`config.mk`:
```
export PLATFORM = sky130hd
export DESIGN_NAME = frequency_gate_sequencer
export DESIGN_NICKNAME = d
export VERILOG_FILES = /design/src/rtl/frequency_gate_sequencer_pkg.sv /design/src/rtl/frequency_gate_sequencer_bit_synchronizer.sv /design/src/rtl/frequency_gate_sequencer.sv
export SDC_FILE = /design/constraint.sdc
export NUM_CORES = 1
export LEC_CHECK = 0
export ABC_AREA = 0
export CAP_MARGIN = 15
export CORE_MARGIN = 5
export CORE_UTILIZATION = 35
export CTS_BUF_LIST = sky130_fd_sc_hd__clkbuf_2
export CTS_CLUSTER_DIAMETER = 150
export CTS_CLUSTER_SIZE = 40
export DETAILED_ROUTE_END_ITERATION = 8
export GPL_TIMING_DRIVEN = 0
export PLACE_DENSITY_LB_ADDON = 0.1
export SLEW_MARGIN = 10
export SYNTH_ARGS = -nofsm -noshare
export SYNTH_HDL_FRONTEND = slang
export SYNTH_SLANG_ARGS = --single-unit
```
`constraint.sdc`:
```
create_clock -name reference_clock -period 3.2 [get_ports reference_clock]
set_clock_uncertainty 0.15 [all_clocks]
set_input_delay 0.32 -clock reference_clock [delete_from_list [all_inputs] [get_ports reference_clock]]
set_output_delay 0.32 -clock reference_clock [all_outputs]
set_load 0.02 [all_outputs]
```
`src/rtl/frequency_gate_sequencer_pkg.sv`:
```
// -----------------------------------------------------------------------------
// frequency_gate_sequencer_pkg
// Shared definitions for the frequency counter gate sequencer and the
// accumulator stage it talks to:
//   - FSM state encoding (IDLE, GATE, SETTLE, REQ, REL, HOLDOFF)
//   - default gate length
//   - four-phase handshake level constants
//   - helper that sizes the shared cycle counter
// No ports (package).
// -----------------------------------------------------------------------------
package frequency_gate_sequencer_pkg;

    typedef enum logic [2:0] {
        FGS_IDLE    = 3'd0,
        FGS_GATE    = 3'd1,
        FGS_SETTLE  = 3'd2,
        FGS_REQ     = 3'd3,
        FGS_REL     = 3'd4,
        FGS_HOLDOFF = 3'd5
    } fgs_state_e;

    // 2^27 reference cycles: a 1 s window at 134.217728 MHz.
    localparam int unsigned FGS_DEFAULT_GATE_CYCLES = 134217728;

    // Four-phase handshake levels on latch_req.
    localparam logic FGS_REQ_ASSERT  = 1'b1;
    localparam logic FGS_REQ_RELEASE = 1'b0;

    function automatic int unsigned fgs_max(input int unsigned a, input int unsigned b);
        return (a > b) ? a : b;
    endfunction

    // One counter is shared by every timed state, so it must hold the largest
    // terminal count of any of them. SETTLE and HOLDOFF are included so that
    // unusually long settle/holdoff settings can never overflow it either.
    function automatic int unsigned fgs_counter_width(
        input int unsigned gate_cycles,
        input int unsigned settle_cycles,
        input int unsigned timeout_cycles,
        input int unsigned holdoff_cycles
    );
        int unsigned m;
        m = fgs_max(fgs_max(gate_cycles, timeout_cycles),
                    fgs_max(settle_cycles, holdoff_cycles));
        return $clog2(m + 1);
    endfunction

endpackage

```
`src/rtl/frequency_gate_sequencer_bit_synchronizer.sv`:
```
// -----------------------------------------------------------------------------
// bit_synchronizer
// Multi-flop synchronizer bringing a single asynchronous level into the
// clk_i domain. All flops clear on a synchronous active-high reset.
// Ports:
//   clk_i    in   destination clock
//   reset_i  in   synchronous, active-high reset
//   d_i      in   asynchronous level
//   q_o      out  synchronized level, STAGES clk_i edges of latency
// -----------------------------------------------------------------------------
module bit_synchronizer #(
    parameter int unsigned STAGES = 2
) (
    input  logic clk_i,
    input  logic reset_i,
    input  logic d_i,
    output logic q_o
);

    logic [STAGES-1:0] sync_q;

    always_ff @(posedge clk_i) begin
        if (reset_i) begin
            sync_q <= '0;
        end else begin
            sync_q <= {sync_q[STAGES-2:0], d_i};
        end
    end

    assign q_o = sync_q[STAGES-1];

endmodule

```
`src/rtl/frequency_gate_sequencer.sv`:
```
// -----------------------------------------------------------------------------
// frequency_gate_sequencer
// Generates the measurement gate for the frequency counter in the
// reference_clock domain. The gate is held open for exactly GATE_CYCLES
// cycles, then held low for SETTLE_CYCLES, after which a four-phase req/ack
// handshake asks the measured-clock accumulator to latch its result and
// clear. A HOLDOFF period separates consecutive windows.
// Ports:
//   reference_clock  in   clock, all state on posedge
//   reset            in   synchronous, active-high
//   enable           in   run continuous windows while high
//   latch_ack_async  in   ack level from the measured-clock domain
//   gate             out  measurement window (registered)
//   latch_req        out  four-phase request level (registered)
//   window_done      out  one-cycle pulse, new result valid downstream
//   window_count     out  completed windows, wraps
//   timeout          out  sticky: a handshake ran out of time
//   busy             out  high whenever the FSM is not in IDLE
// -----------------------------------------------------------------------------
module frequency_gate_sequencer
    import frequency_gate_sequencer_pkg::*;
#(
    parameter int unsigned GATE_CYCLES        = FGS_DEFAULT_GATE_CYCLES,
    parameter int unsigned SETTLE_CYCLES      = 16,
    parameter int unsigned ACK_TIMEOUT_CYCLES = 1024,
    parameter int unsigned HOLDOFF_CYCLES     = 4,
    parameter int unsigned SYNC_STAGES        = 2,
    parameter int unsigned COUNT_WIDTH        = 16
) (
    input  logic                   reference_clock,
    input  logic                   reset,
    input  logic                   enable,
    input  logic                   latch_ack_async,
    output logic                   gate,
    output logic                   latch_req,
    output logic                   window_done,
    output logic [COUNT_WIDTH-1:0] window_count,
    output logic                   timeout,
    output logic                   busy
);

    localparam int unsigned CNT_W = fgs_counter_width(GATE_CYCLES, SETTLE_CYCLES,
                                                      ACK_TIMEOUT_CYCLES, HOLDOFF_CYCLES);
    typedef logic [CNT_W-1:0] cnt_t;

    // Terminal values of the shared counter in each timed state.
    localparam cnt_t GATE_LAST    = cnt_t'(GATE_CYCLES - 1);
    localparam cnt_t SETTLE_LAST  = cnt_t'(SETTLE_CYCLES - 1);
    localparam cnt_t TIMEOUT_LAST = cnt_t'(ACK_TIMEOUT_CYCLES - 1);
    localparam cnt_t HOLDOFF_LAST = cnt_t'(HOLDOFF_CYCLES - 1);
    localparam cnt_t CNT_ONE      = cnt_t'(1);

    logic ack_sync;

    fgs_state_e             state_q,        state_d;
    cnt_t                   cnt_q,          cnt_d;
    logic                   gate_q,         gate_d;
    logic                   latch_req_q,    latch_req_d;
    logic                   window_done_q,  window_done_d;
    logic [COUNT_WIDTH-1:0] window_count_q, window_count_d;
    logic                   timeout_q,      timeout_d;
    logic                   busy_q,         busy_d;

    bit_synchronizer #(
        .STAGES (SYNC_STAGES)
    ) u_ack_sync (
        .clk_i   (reference_clock),
        .reset_i (reset),
        .d_i     (latch_ack_async),
        .q_o     (ack_sync)
    );

    always_comb begin
        state_d        = state_q;
        cnt_d          = cnt_q;
        gate_d         = gate_q;
        latch_req_d    = latch_req_q;
        window_done_d  = 1'b0;
        window_count_d = window_count_q;
        timeout_d      = timeout_q;

        case (state_q)
            FGS_IDLE: begin
                // Never open a window while the accumulator still shows ack.
                if (enable && !ack_sync) begin
                    state_d = FGS_GATE;
                    cnt_d   = '0;
                    gate_d  = 1'b1;
                end
            end

            FGS_GATE: begin
                // enable is deliberately ignored here: a started window always
                // runs to completion so the result is never truncated.
                if (cnt_q == GATE_LAST) begin
                    state_d = FGS_SETTLE;
                    cnt_d   = '0;
                    gate_d  = 1'b0;
                end else begin
                    cnt_d = cnt_q + CNT_ONE;
                end
            end

            FGS_SETTLE: begin
                if (cnt_q == SETTLE_LAST) begin
                    state_d     = FGS_REQ;
                    cnt_d       = '0;
                    latch_req_d = FGS_REQ_ASSERT;
                end else begin
                    cnt_d = cnt_q + CNT_ONE;
                end
            end

            FGS_REQ, FGS_REL: begin
                // The timeout budget covers both handshake phases together,
                // so the counter is only cleared on REQ entry. Running out of
                // budget takes priority over a same-cycle ack edge.
                if (cnt_q == TIMEOUT_LAST) begin
                    state_d     = FGS_HOLDOFF;
                    cnt_d       = '0;
                    latch_req_d = FGS_REQ_RELEASE;
                    timeout_d   = 1'b1;
                end else begin
                    cnt_d = cnt_q + CNT_ONE;
                    if (state_q == FGS_REQ) begin
                        if (ack_sync) begin
                            state_d     = FGS_REL;
                            latch_req_d = FGS_REQ_RELEASE;
                        end
                    end else if (!ack_sync) begin
                        state_d        = FGS_HOLDOFF;
                        cnt_d          = '0;
                        window_done_d  = 1'b1;
                        window_count_d = window_count_q + 1'b1;
                    end
                end
            end

            FGS_HOLDOFF: begin
                // The counter saturates at its terminal value; leaving also
                // waits for the accumulator to drop ack.
                if (cnt_q == HOLDOFF_LAST) begin
                    if (!ack_sync) begin
                        cnt_d = '0;
                        if (enable) begin
                            state_d = FGS_GATE;
                            gate_d  = 1'b1;
                        end else begin
                            state_d = FGS_IDLE;
                        end
                    end
                end else begin
                    cnt_d = cnt_q + CNT_ONE;
                end
            end

            default: begin
                state_d     = FGS_IDLE;
                cnt_d       = '0;
                gate_d      = 1'b0;
                latch_req_d = FGS_REQ_RELEASE;
            end
        endcase

        busy_d = (state_d != FGS_IDLE);
    end

    always_ff @(posedge reference_clock) begin
        if (reset) begin
            state_q        <= FGS_IDLE;
            cnt_q          <= '0;
            gate_q         <= 1'b0;
            latch_req_q    <= 1'b0;
            window_done_q  <= 1'b0;
            window_count_q <= '0;
            timeout_q      <= 1'b0;
            busy_q         <= 1'b0;
        end else begin
            state_q        <= state_d;
            cnt_q          <= cnt_d;
            gate_q         <= gate_d;
            latch_req_q    <= latch_req_d;
            window_done_q  <= window_done_d;
            window_count_q <= window_count_d;
            timeout_q      <= timeout_d;
            busy_q         <= busy_d;
        end
    end

    assign gate         = gate_q;
    assign latch_req    = latch_req_q;
    assign window_done  = window_done_q;
    assign window_count = window_count_q;
    assign timeout      = timeout_q;
    assign busy         = busy_q;

endmodule

```
==> summary.md <==
| Metric | Value |
|---|---|
| Status | finished clean |
| Max-cap viol count | 0 |
| GP Congestion | 0.763 |
| Worst-Skew Late Latency | 460 ps |
| CTS clk-pin slew, worst paths | 280 ps |
| Core region area | around 0.0076 sq mm |
| DP HPWL | 4.51 mm |
| Diode count | 0 |
| Fin nets | 358 |
| Post-synth ARST share | 0 |
| CTS root buffer | clkbuf_2 |
| Syn_nets | ~330 |
| Worst path depth | 8 |
| Psw | between 0.0002 and 0.0003 W |
| Max-slew headroom | 0.612 |
| Sw frac | 0.229 |
| Multi-input logic area | 0.00156 sq mm |
| Final Max Tran Viols | 0 |
| Placed cell count | between 400 and 500 |
| Vias/cell | 5.12 |
| Drt drc | 0 |
| Final Critical Period | approximately 2900 ps |
| Die height | 97.8 um |
| Flop pwr share | 0.577 |
| GRT Overall Usage | 0.132 |
| Register area share after synthesis | 0.401 |
| Number of enable flip-flop cells after synthesis | 0 |
| CTS max path bufs | 2 |
| Die area | 0.00956 sq mm |
| Peak supply drop | 0.174 mV |
| Dominant synthesized flop cell | dfxtp_1 |
| CP Buf/Inv Count | 1 |
| Tcrit/Tclk final | 0.922 |
| Count leader, synth | nor2_1 |
| Crit path kind | flip-flop to flip-flop |
| Synth Warn # | 0 |
| Setup TNS | 0 ps |
| Clk sinks | 54 |
| RSZ-0062 raised after global routing | false |
| Setup crit start kind | flip-flop |
| Fin cells | between 400 and 500 |
| Hold buffers post-CTS | 0 |
| Combinational group share of total power | 0.065 |
| CP cell instances | nor4_1, nand4_1, or4_1, o2111a_1, clkbuf_1, and3_1, xnor2_1, nor2_1 |
| WP data required | 3410 ps |
| CP top delay family | simple AND/OR/NAND/NOR gates |
| Top post-synthesis cells by count | nor2_1, dfxtp_1, nand2_1, xor2_1, nand3_1 |
| Synth area leader | dfxtp_1 |
| Routed wire length | roughly 6.2 mm |
| Die W | 97.8 um |
| Leakage | ~1.1 nW |
| Via Count | 2328 |
| Fill count | ~810 |
| Fin. Hold Viols | 0 |
| Yosys reg bits | 54 |
| Postcts setup bufs | 0 |
| Antenna viol nets, final | 0 |
| Syn Std Cell Area | about 0.0027 sq mm |
| Wire per inst | 13.7 um |
| Site Rows | 32 |
| R2R cell count | 8 |
| Worst Max-Slew Pin Slew | 576 ps |
| Register area | 0.00108 sq mm |
| Synth area leaders | dfxtp_1, nor2_1, xor2_1, nand3_1, nand2_1 |
| Syn Inst Count | 322 |
| Clock H-tree levels | 2 |
| IO Pins | 25 |
| TritonCTS clock tree | done |
| Post-synth top area share | 0.401 |
| First-pass GRT wire length | 10.6 mm |
| TritonCTS Buffers | 5 |
| Worst path max stage delay | roughly 610 ps |
| Slowest cell on the critical path | or4_1 |
| Cell Pwr Density | roughly 380 mW/mm^2 |
| Initial Utilization | 0.354 |
| Gr ovfl total | 0 |
| Cell Int Power | roughly 0.00092 W |
| Clk pwr share | 0.358 |
| Vias in the first global route | 2299 |
| Starting DRT DRC Count | 132 |
| WHS | 136 ps |
| # setup viols final | 0 |
| F_max | 339 MHz |
| WP data arrival | about 3200 ps |
| Min-delay worst type | input port to flip-flop |
| Worst setup EP type | flip-flop |
| Distinct cell type count after synthesis | 49 |
| Number of port buffers | 23 |
| Post_cts resized | 0 |
| Layout cell share with drive strength beyond 1 | 0.0708 |
| Hold Path Stages | 2 |
| Pre-antenna DRT Iters | 4 |
| Largest net degree at the start of global routing | 17 |
| CP max FO | 9 |
| Mean Syn Cell Area | approximately 8.4 sq um |
| Initial antenna violation count | 0 |
| Area Overhead vs Synth | 16.8% |
## cell usage in the layout, fill, tap and decap left out, drive strengths merged, types with 4 or more instances in the layout
master,n
a21oi,6
or2,5
inv,5
dfxtp,54
xnor2,10
nor3,8
clkbuf,13
nor4,5
clkdlybuf4s50,23
o21ai,15
nor2b,4
nand4,11
nand3,20
or3,5
xor2,24
nor2,56
or4,5
nand2,24
and3,10
## power groups by stage
stage	Clock [W]	Combinational, W	Sequential, W
floorplan	0	0.0000516	0.000701
global placement	0	0.0000783	0.000699
detailed placement	0	0.0000781	0.000699
CTS	0.000449	0.0000783	0.000688
global route	0.000468	0.0000860	0.000689
finish	0.000427	0.0000772	0.000687
## path summary, 6_finish.rpt
kind / start / to / slack [ps]
worst max-delay path: cnt_q[10]$_SDFFE_PP0P_ / cnt_q[11]$_SDFFE_PP0P_ / 250
worst min register to register: u_ack_sync.sync_q[0]$_SDFF_PP0_ / u_ack_sync.sync_q[1]$_SDFF_PP0_ / 330
worst min-delay path: reset / u_ack_sync.sync_q[1]$_SDFF_PP0_ / 140
worst max register to register: cnt_q[10]$_SDFFE_PP0P_ / cnt_q[11]$_SDFFE_PP0P_ / 250
## kinds of logic (layout without fill, tap and decap cells)
family / Yosys count / count (layout) / synth area share
flip-flops: 54 / 54 / 0.401
multiplexers: 5 / 5 / 0.0195
adder cells (fa/ha/maj): 2 / 2 / 0.00928
AO/OA/AOI/OAI: 45 / 45 / 0.123
buffers and inverters: 14 / 45 / 0.0227
AND/OR/NAND/NOR: 168 / 168 / 0.314
XOR/XNOR: 34 / 34 / 0.110
## state kept, by name (all words and copies together) (netlist names)
signal,count
busy,1
cnt_q,28
gate,1
latch_req,1
state_q,3
timeout,1
u_ack_sync.sync_q,2
window_count,16
window_done,1
## layer usage
layer  up-vias  wire [um]  track usage
met5         -          0            0
met4         0         58       0.0298
met3         5        174       0.0286
met2        35       2850        0.219
met1      1085       3160        0.175
li1       1203          -            -
## per-stage QoR
| stage | worst slack, ps | util | instance area, sq um | power (W) |
|---|---|---|---|---|
| finish | 250 | 0.414 | 3150 | 0.00119 |
| global route | 29.8 | 0.414 | 3150 | 0.00124 |
| CTS | 227 | 0.413 | 3140 | 0.00121 |
| detailed placement | 223 | 0.401 | 3050 | 0.000777 |
| global placement | 215 | 0.401 | 3050 | 0.000777 |
| floorplan | 550 | - | 2700 | 0.000753 |
## final cells by class
| cell class | instances | area share |
|---|---|---|
| buffer | 9 | 0.0135 |
| clock buffer | 5 | 0.00795 |
| clock inverter | 3 | 0.0203 |
| multi-input combinational | 254 | 0.495 |
| inverter | 5 | 0.00596 |
| timing repair buffer | 23 | 0.0731 |
| tap | 102 | 0.0405 |
| sequential | 54 | 0.343 |
Power figures use the tool's default switching activity.
